$ cat src/rtl/sum_accumulator_19bit_if.sv
// Handshake bundle between the 18-bit adder result stream and the block accumulator.
interface sum_accumulator_19bit_if #(
    parameter int ACC_W = 22,
    parameter int CNT_W = 8
);
    logic [18:0]      sum_in;
    logic             in_valid;
    logic             in_ready;
    logic             flush;
    logic [ACC_W-1:0] acc_out;
    logic             out_valid;
    logic             out_ready;
    logic [CNT_W-1:0] sample_cnt;
    logic             ovf;

    modport master (
        output sum_in, in_valid, flush, out_ready,
        input  in_ready, acc_out, out_valid, sample_cnt, ovf
    );

    modport slave (
        input  sum_in, in_valid, flush, out_ready,
        output in_ready, acc_out, out_valid, sample_cnt, ovf
    );
endinterface

$ cat src/rtl/sum_accumulator_19bit.sv
// Accumulates N_SAMPLES adder results per block and presents the registered total.
// Define SUM_ACC_SATURATE_EN to saturate additions at 2^ACC_W-1 and drive a sticky ovf.
module sum_accumulator_19bit #(
    parameter int N_SAMPLES = 8,
    parameter int ACC_W     = 22,
    parameter int CNT_W     = 8
) (
    input logic clk,
    input logic rst,
    sum_accumulator_19bit_if.slave bus
);
    typedef enum logic {ACCUM, HOLD} state_t;

    state_t           state;
    logic [ACC_W-1:0] acc;
    logic [ACC_W-1:0] acc_out;
    logic             out_valid;
    logic [CNT_W-1:0] sample_cnt;
    logic [ACC_W-1:0] sum_ext;
    logic [ACC_W-1:0] sum_next;
    logic             last;

    assign sum_ext = ACC_W'(bus.sum_in);
    assign last    = (sample_cnt == CNT_W'(N_SAMPLES - 1));

`ifdef SUM_ACC_SATURATE_EN
    logic [ACC_W:0] sum_wide;
    logic           sat;
    logic           ovf;

    // One extra bit catches the carry out of the accumulator width.
    assign sum_wide = {1'b0, acc} + {1'b0, sum_ext};
    assign sat      = sum_wide[ACC_W];
    assign sum_next = sat ? '1 : sum_wide[ACC_W-1:0];

    always_ff @(posedge clk or posedge rst) begin
        if (rst)
            ovf <= 1'b0;
        else if (state == ACCUM && !bus.flush && bus.in_valid && sat)
            ovf <= 1'b1;
    end

    assign bus.ovf = ovf;
`else
    assign sum_next = acc + sum_ext;
    assign bus.ovf  = 1'b0;
`endif

    always_ff @(posedge clk or posedge rst) begin
        if (rst) begin
            state      <= ACCUM;
            acc        <= '0;
            sample_cnt <= '0;
            acc_out    <= '0;
            out_valid  <= 1'b0;
        end else begin
            case (state)
                ACCUM: begin
                    // flush wins over a sample presented in the same cycle
                    if (bus.flush) begin
                        acc        <= '0;
                        sample_cnt <= '0;
                    end else if (bus.in_valid) begin
                        if (last) begin
                            acc_out    <= sum_next;
                            out_valid  <= 1'b1;
                            acc        <= '0;
                            sample_cnt <= '0;
                            state      <= HOLD;
                        end else begin
                            acc        <= sum_next;
                            sample_cnt <= sample_cnt + CNT_W'(1);
                        end
                    end
                end
                HOLD: begin
                    if (bus.out_ready) begin
                        out_valid <= 1'b0;
                        state     <= ACCUM;
                    end
                end
                default: state <= ACCUM;
            endcase
        end
    end

    assign bus.in_ready   = (state == ACCUM);
    assign bus.acc_out    = acc_out;
    assign bus.out_valid  = out_valid;
    assign bus.sample_cnt = sample_cnt;
endmodule

$ cat src/flat_wrapper.sv
// flat-port wrapper written by rule: the top's interface ports become plain ports
module sum_accumulator_19bit_flat 
#(
    parameter int N_SAMPLES = 8,
    parameter int ACC_W     = 22,
    parameter int CNT_W     = 8
)
  (clk, rst, bus_sum_in, bus_in_valid, bus_flush, bus_out_ready, bus_in_ready, bus_acc_out, bus_out_valid, bus_sample_cnt, bus_ovf);
  sum_accumulator_19bit_if #(.ACC_W(ACC_W), .CNT_W(CNT_W)) bus_i ();
  input logic clk;
  input logic rst;
  input wire logic [$bits(bus_i.sum_in)-1:0] bus_sum_in;
  input wire logic [$bits(bus_i.in_valid)-1:0] bus_in_valid;
  input wire logic [$bits(bus_i.flush)-1:0] bus_flush;
  input wire logic [$bits(bus_i.out_ready)-1:0] bus_out_ready;
  output wire logic [$bits(bus_i.in_ready)-1:0] bus_in_ready;
  output wire logic [$bits(bus_i.acc_out)-1:0] bus_acc_out;
  output wire logic [$bits(bus_i.out_valid)-1:0] bus_out_valid;
  output wire logic [$bits(bus_i.sample_cnt)-1:0] bus_sample_cnt;
  output wire logic [$bits(bus_i.ovf)-1:0] bus_ovf;
  assign bus_i.sum_in = bus_sum_in;
  assign bus_i.in_valid = bus_in_valid;
  assign bus_i.flush = bus_flush;
  assign bus_i.out_ready = bus_out_ready;
  assign bus_in_ready = bus_i.in_ready;
  assign bus_acc_out = bus_i.acc_out;
  assign bus_out_valid = bus_i.out_valid;
  assign bus_sample_cnt = bus_i.sample_cnt;
  assign bus_ovf = bus_i.ovf;
  sum_accumulator_19bit #(.N_SAMPLES(N_SAMPLES), .ACC_W(ACC_W), .CNT_W(CNT_W)) u_core (.clk(clk), .rst(rst), .bus(bus_i));
endmodule
$ cat config.mk
export PLATFORM = sky130hd
export DESIGN_NAME = sum_accumulator_19bit_flat
export DESIGN_NICKNAME = d
export VERILOG_FILES = /design/src/rtl/sum_accumulator_19bit_if.sv /design/src/rtl/sum_accumulator_19bit.sv /design/src/flat_wrapper.sv
export SDC_FILE = /design/constraint.sdc
export NUM_CORES = 1
export LEC_CHECK = 0
export CORE_MARGIN = 10
export CORE_UTILIZATION = 48
export DETAILED_ROUTE_END_ITERATION = 8
export GPL_TIMING_DRIVEN = 0
export MAX_ROUTING_LAYER = met4
export PLACE_DENSITY = 0.76
export REMOVE_ABC_BUFFERS = 1
export SLEW_MARGIN = 25
export SYNTH_ARGS = -nofsm -noshare
export SYNTH_HDL_FRONTEND = slang
export SYNTH_SLANG_ARGS = --single-unit
$ cat constraint.sdc
create_clock -name clk -period 2.6 [get_ports clk]
set_input_delay 0.65 -clock clk [delete_from_list [all_inputs] [get_ports clk]]
set_output_delay 0.65 -clock clk [all_outputs]
set_load 0.02 [all_outputs]
==> results of run 1 <==
==> how the worst max path moves through the flow <==
stage                         startpoint                     end  slack [ps]
after detailed placement   bus_sum_in[0]          u_core.acc[20]        -840
after global placement      bus_in_valid          u_core.acc[20]       -3100
after CTS                 bus_sum_in[16]  u_core.bus.acc_out[21]           1
after floorplan                bus_flush          u_core.acc[21]        -820
final                      bus_sum_in[6]          u_core.acc[21]          -3
after global routing       bus_sum_in[6]          u_core.acc[21]         -50
==> layer usage <==
layer  part of all wire [%]  vias to the layer above
met2                     49                       86
met3                    4.8                        9
li1                       -                     1384
met5                      0                        -
met1                     45                     1398
met4                    1.0                        0
==> layout make-up <==
cell class | count | area (µm²)
clock buffer | 5 | 68.8
clock inverter | 2 | 38.8
fill | 509 | 2100
inverter | 13 | 53.8
multi-input combinational | 263 | 2140
sequential | 54 | 1350
tap | 77 | 96.3
timing repair buffer | 61 | 606
==> timing repair <==
item | 4_1_cts | 5_1_grt
hold buffers | 0 | 0
endpoints found under the setup margin | 26 | 23
setup buffers | 4 | 1
cloned | 0 | 1
pin swaps | 16 | 13
resized for setup | 36 | 37
hold endpoints to repair | 0 | 0
==> flip-flops by register name, indices dropped and copies added (netlist names) <==
register,cells
u_core.state,1
u_core.bus.out_valid,1
u_core.bus.sample_cnt,8
u_core.bus.acc_out,22
u_core.acc,22
==> power groups by stage <==
stage          Clock [µW]  Combinational [µW]  Sequential, µW
2_1_floorplan           0                1080            1100
3_3_place_gp            0                1440            1100
3_5_place_dp            0                1470            1100
4_1_cts               578                1670            1100
5_1_grt               608                2060            1140
6_report              567                1890            1120
==> stage by stage <==
step                      area [µm²]  util, %  worst slack [ps]  TNS [ps]
after floorplan                 3190        -              -815    -12400
after global placement          3830     59.4             -3100    -97280
after detailed placement        3860     59.8              -843    -14970
after CTS                       4170     64.5             0.973         0
after global routing            4360     67.4             -45.7     -70.6
final                           4360     67.4             -2.64     -2.64
==> logic make-up after synthesis <==
| group | count (synthesis) | share of synthesized area (%) |
|---|---|---|
| AOI/OAI and AO/OA | 109 | 22.6 |
| muxes | 13 | 4.52 |
| other | 1 | 0.116 |
| DFF | 54 | 41.7 |
| buffers and inverters | 26 | 3.17 |
| xor gates and xnor gates | 16 | 4.32 |
| and+or+nand+nor | 102 | 15.3 |
| adders and majority gates | 21 | 8.34 |
==> worst max-delay path, delay by kind of cell <==
family	cells	cell delay, ps
AO/OA/AOI/OAI	4	950
adder cells (fa/ha/maj)	1	370
AND/OR/NAND/NOR	2	410
buffers and inverters	1	420
==> synthesized netlist by cell type, types with 2 or more instances <==
cell type	number	area, µm²
o31ai_1	8	60.1
nand3_1	7	35.0
inv_1	12	45.0
a22o_1	12	105
a31oi_1	2	12.5
a21o_1	7	52.6
nor3_1	7	35.0
a221o_1	4	40.0
o21ai_0	32	160
o211ai_1	6	45.0
mux2_2	13	146
nand2_1	46	173
ha_1	20	250
nor4_1	2	12.5
nor2b_1	2	12.5
o21a_1	3	22.5
clkbuf_1	11	41.3
nand4_1	4	25.0
or3_1	2	12.5
dfrtp_1	54	1350
and3_1	6	37.5
nor2_1	17	63.8
a21oi_1	19	95.1
or4_1	2	15.0
xnor2_1	8	70.1
xor2_1	8	70.1
a211oi_1	6	45.0
==> qor.yml, run 1 <==
power.density_nw_per_um2: 821
max_cap_viol_count: 0
hold_path_end: "u_core.bus.out_valid"
wl_per_cell_um: 18.9
clkLatencyLatePin_ps: 300
fin_nets: 443
syn_area_per_cell_um2: 9.48
syn_to_final_growth_pct: 34.4
gp_congestion: 0.846
synth_cells: 342
power_uw: 3570
ys_async_sr_fraction_pct: 100
cts_root_buf: "clkbuf_8"
clockBufferDepth: 2
drt-initial-drc-count: 126
failed_checks: "setup timing"
min_path_type: "flop to flop"
reg2reg_from: "u_core.acc[0]"
reg2reg_depth: 8
core-area_um2: 6460
initial_core_util_pct: 50.2
grt_max_degree: 55
cts.sinks: 54
post-route-period-util_pct: 100
fmax_mhz: 384
crit_chain: "clkdlybuf4s50_1 > ha_1 > nand2_1 > nor3_2 > o21ai_4 > a2111oi_4 > o31ai_1 > a21bo_2"
dpl.cell_count: 462
gr-max-usage-layer: "met2"
dieArea_um2: 10400
switching_share_pct: 40.4
die_x_um: 102
synth_cell_type_count: 49
layout-drive-gt1-share_pct: 19.8
antenna_found_initial: 0
fin_skew_ps: 10.7
clkPwrFrac_pct: 15.9
p_comb_share_pct: 52.8
final_cell_mix: "54 x dfrtp_1, 48 x clkdlybuf4s50_1, 44 x nand2_1"
first_pass_iters: 4
viasPerCell: 6.06
cts_made_buffers: 5
outcome: "finished, violations left"
switching_power_uw: 1450
final-max-slew-violation-count: 0
finalNonFillerCells: 475
intPower_uw: 2130
holdPathStages: 2
wl_um: 8990
hpwlAfterDp_um: 6190
ios: 57
start_kind: "input port"
seq_power_share_pct: 31.3
vias: 2877
critPathRequiredTime_ps: 2810
synth_area_um2: 3240
row_count: 29
max_stage_delay_ps: 450
vdd_ir_drop_max_mv: 0.492
tritoncts: "yes"
ant_nets: 0
clkTransAtPathRegs_ps: 100
grt_overflow: 0
dieHeight_um: 102
numPortBuffers: 55
crit_type: "input port to flop"
grt_pass1_wl_um: 14200
grt_pass1_vias: 2904
cts_max_level: 2
rrSetupSlack_ps: 90
critPathSlowestCell: "a2111oi_4"
min_from: "u_core.bus.out_valid"
cp-end-kind: "flop"
drc_errors: 0
setup_slack_ps: -2.64
final_common_cell: "dfrtp_1"
min_period_ps: 2600
max-slew-margin-rel_pct: 46.8
ys_seq_area_share_pct: 41.7
use_met3_pct: 2.16
num_antenna_cells: 0
setup_violations: 1
arrival_ps: 2810
hold_violations: 0
gr-usage-met2_pct: 27.0
rsz0062_at_grt: "yes"
synth_edf_count: 0
worstMarginPinSlew_ps: 795
track_usage_pct: 17.0
grt_use_met1_pct: 22.7
whs_ps: 482
synth_seq_cells: 54
p_leak_uw: 0.00190
reg2reg_to: "u_core.bus.acc_out[20]"
synth_ff_type: "dfrtp_1"
yosys_warnings: 0
cp_max_fo: 5
No activity file was read; power rests on OpenSTA's default activity.
==> inputs of run 2 (changes only) <==
--- a/config.mk
+++ b/config.mk
@@ -5,10 +5,10 @@
 export SDC_FILE = /design/constraint.sdc
 export NUM_CORES = 1
 export LEC_CHECK = 0
+export CORE_ASPECT_RATIO = 2
 export CORE_MARGIN = 10
 export CORE_UTILIZATION = 48
 export DETAILED_ROUTE_END_ITERATION = 8
-export GPL_TIMING_DRIVEN = 0
 export MAX_ROUTING_LAYER = met4
 export PLACE_DENSITY = 0.76
 export REMOVE_ABC_BUFFERS = 1
==> run 2 against run 1 <==
Effect of this change:
- the run now ends clean
- cell area rose by 11%
- sequential cell count stayed put
- worst hold slack about the same
- setup slack better by 54 ps
- cell count grew 16%
- first-iteration DRC count up 83%
- combinational power rose by 19%
- largest cell class unchanged
==> qor.yml, run 2 (synthesis gave the netlist of run 1 again) <==
outcome: "finished clean"
fin_nets: 507
num_antenna_cells: 0
track_usage_pct: 19.4
clkLatencyLatePin_ps: 300
die_x_um: 78.1
fin_skew_ps: 11.9
max_stage_delay_ps: 520
rsz0062_at_grt: "yes"
row_count: 42
rrSetupSlack_ps: 170
start_kind: "input port"
crit_path_start: "bus_sum_in[3]"
finalNonFillerCells: 551
layout-drive-gt1-share_pct: 29.4
clockBufferDepth: 2
critical_path_buf_inv_count: 2
p_leak_uw: 0.00224
hpwlAfterDp_um: 7550
seq_power_share_pct: 27.2
final-max-slew-violation-count: 0
setup_slack_ps: 51.3
first_pass_iters: 4
fmax_mhz: 392
critPathTopFamily: "buffers and inverters"
final_common_cell: "buf_4"
ios: 57
drt-initial-drc-count: 230
intPower_uw: 2570
arrival_ps: 2730
final_cell_mix: "70 x buf_4, 54 x dfrtp_1, 46 x clkdlybuf4s50_1"
antenna_found_initial: 0
p_comb_share_pct: 54.2
dpl.cell_count: 536
initial_core_util_pct: 48.9
dpl_worst_slack_ps: -658
post-route-period-util_pct: 98.0
clkPwrFrac_pct: 18.6
ant_nets: 0
clkTransAtPathRegs_ps: 70
grt_overflow: 0
min_from: "u_core.bus.out_valid"
critPathSlowestCell: "clkdlybuf4s50_1"
crit_type: "input port to flop"
cts_max_level: 2
gp_congestion: 0.978
cts.sinks: 54
tritoncts: "yes"
syn_to_final_growth_pct: 49.4
cp_max_fo: 4
vdd_ir_drop_max_mv: 0.734
max_cap_viol_count: 0
power.density_nw_per_um2: 854
switching_share_pct: 37.9
min_period_ps: 2550
grt_pass1_vias: 3344
reg2reg_from: "u_core.acc[0]"
drc_errors: 0
min_path_type: "flop to flop"
crit_chain: "clkdlybuf4s50_1 > ha_4 > and3_1 > a221oi_2 > buf_4 > a211oi_4 > a21oi_2 > xnor2_2 > mux2_4"
wl_per_cell_um: 18.1
dieHeight_um: 136
grt_max_degree: 55
tns_ps: 0
largestRegisters: "u_core.acc (22), u_core.bus.acc_out (22), u_core.bus.sample_cnt (8)"
viasPerCell: 5.65
switching_power_uw: 1570
core-area_um2: 6620
critPathRequiredTime_ps: 2780
vias: 3111
dieArea_um2: 10600
cts_made_buffers: 5
wl_um: 9960
grt_pass1_wl_um: 16200
cp-end-kind: "flop"
hold_violations: 0
cts_root_buf: "clkbuf_16"
setup_violations: 0
numPortBuffers: 55
-- run 2: changes by cell type in the layout (fill, tap and decap cells not counted), moves of 3 or more --
cell / previous run / this run
o21ai_4: 3 / 0
o21ai_2: 0 / 4
clkbuf_8: 5 / 0
clkbuf_16: 0 / 5
buf_4: 5 / 70
ha_1: 5 / 8
-- run 2: path summary, 6_finish.rpt --
| kind | to | cells after the start |
|---|---|---|
| setup / recovery | u_core.bus.acc_out[18] | 9 |
| hold / removal | u_core.bus.out_valid | 2 |
| setup reg to reg | u_core.bus.acc_out[18] | 9 |
| hold reg to reg | u_core.bus.out_valid | 2 |
| max in group asynchronous | u_core.acc[18] | 3 |
| min in group asynchronous | u_core.bus.acc_out[0] | 3 |
-- run 2: final cells by class --
class | instances | area, µm²
fillers | 524 | 1780
multi-input cells | 262 | 2050
flip-flops and latches | 54 | 1350
well taps | 88 | 110
clock buffers | 5 | 125
clock inverters | 3 | 45.0
inverters | 13 | 48.8
repair buffers | 126 | 1110
-- run 2: stage by stage --
step                      area (µm²)  power [µW]  utilization (%)  hold WS, ps
after detailed placement        4340        3010             65.6          474
after global routing            4840        4390             73.1          517
after CTS                       4630        3920             69.9          490
after global placement          4340        2970             65.6          461
after floorplan                 3190        2190                -          447
final                           4840        4140             73.1          482
-- run 2: power groups by stage --
stage                     registers [µW]  logic [µW]  clock network, µW
after floorplan                     1100        1080                  0
after global placement              1100        1880                  0
after detailed placement            1110        1900                  0
after CTS                           1100        2030                790
after global routing                1140        2430                818
final                               1130        2240                768
-- run 2: worst min-delay path: stages (launching register included) --
cell,delay (ps)
dfrtp_1,350
nand2_1,50
nand2_1,50
-- run 2: what timing repair did --
action	in CTS	in global routing
pin swaps	12	23
gates resized for setup	25	33
setup buffers	2	5
hold buffers	0	0
endpoints found under the setup margin	27	16
-- run 2: metal layers --
layer	routed length [µm]	share of wire, %	GRT usage [%]	up-vias
met4	414	4.2	10.9	0
li1	-	-	-	1494
met3	332	3.3	3.44	26
met2	5520	55	35.1	76
met5	0	0	-	-
met1	3690	37	18.9	1515
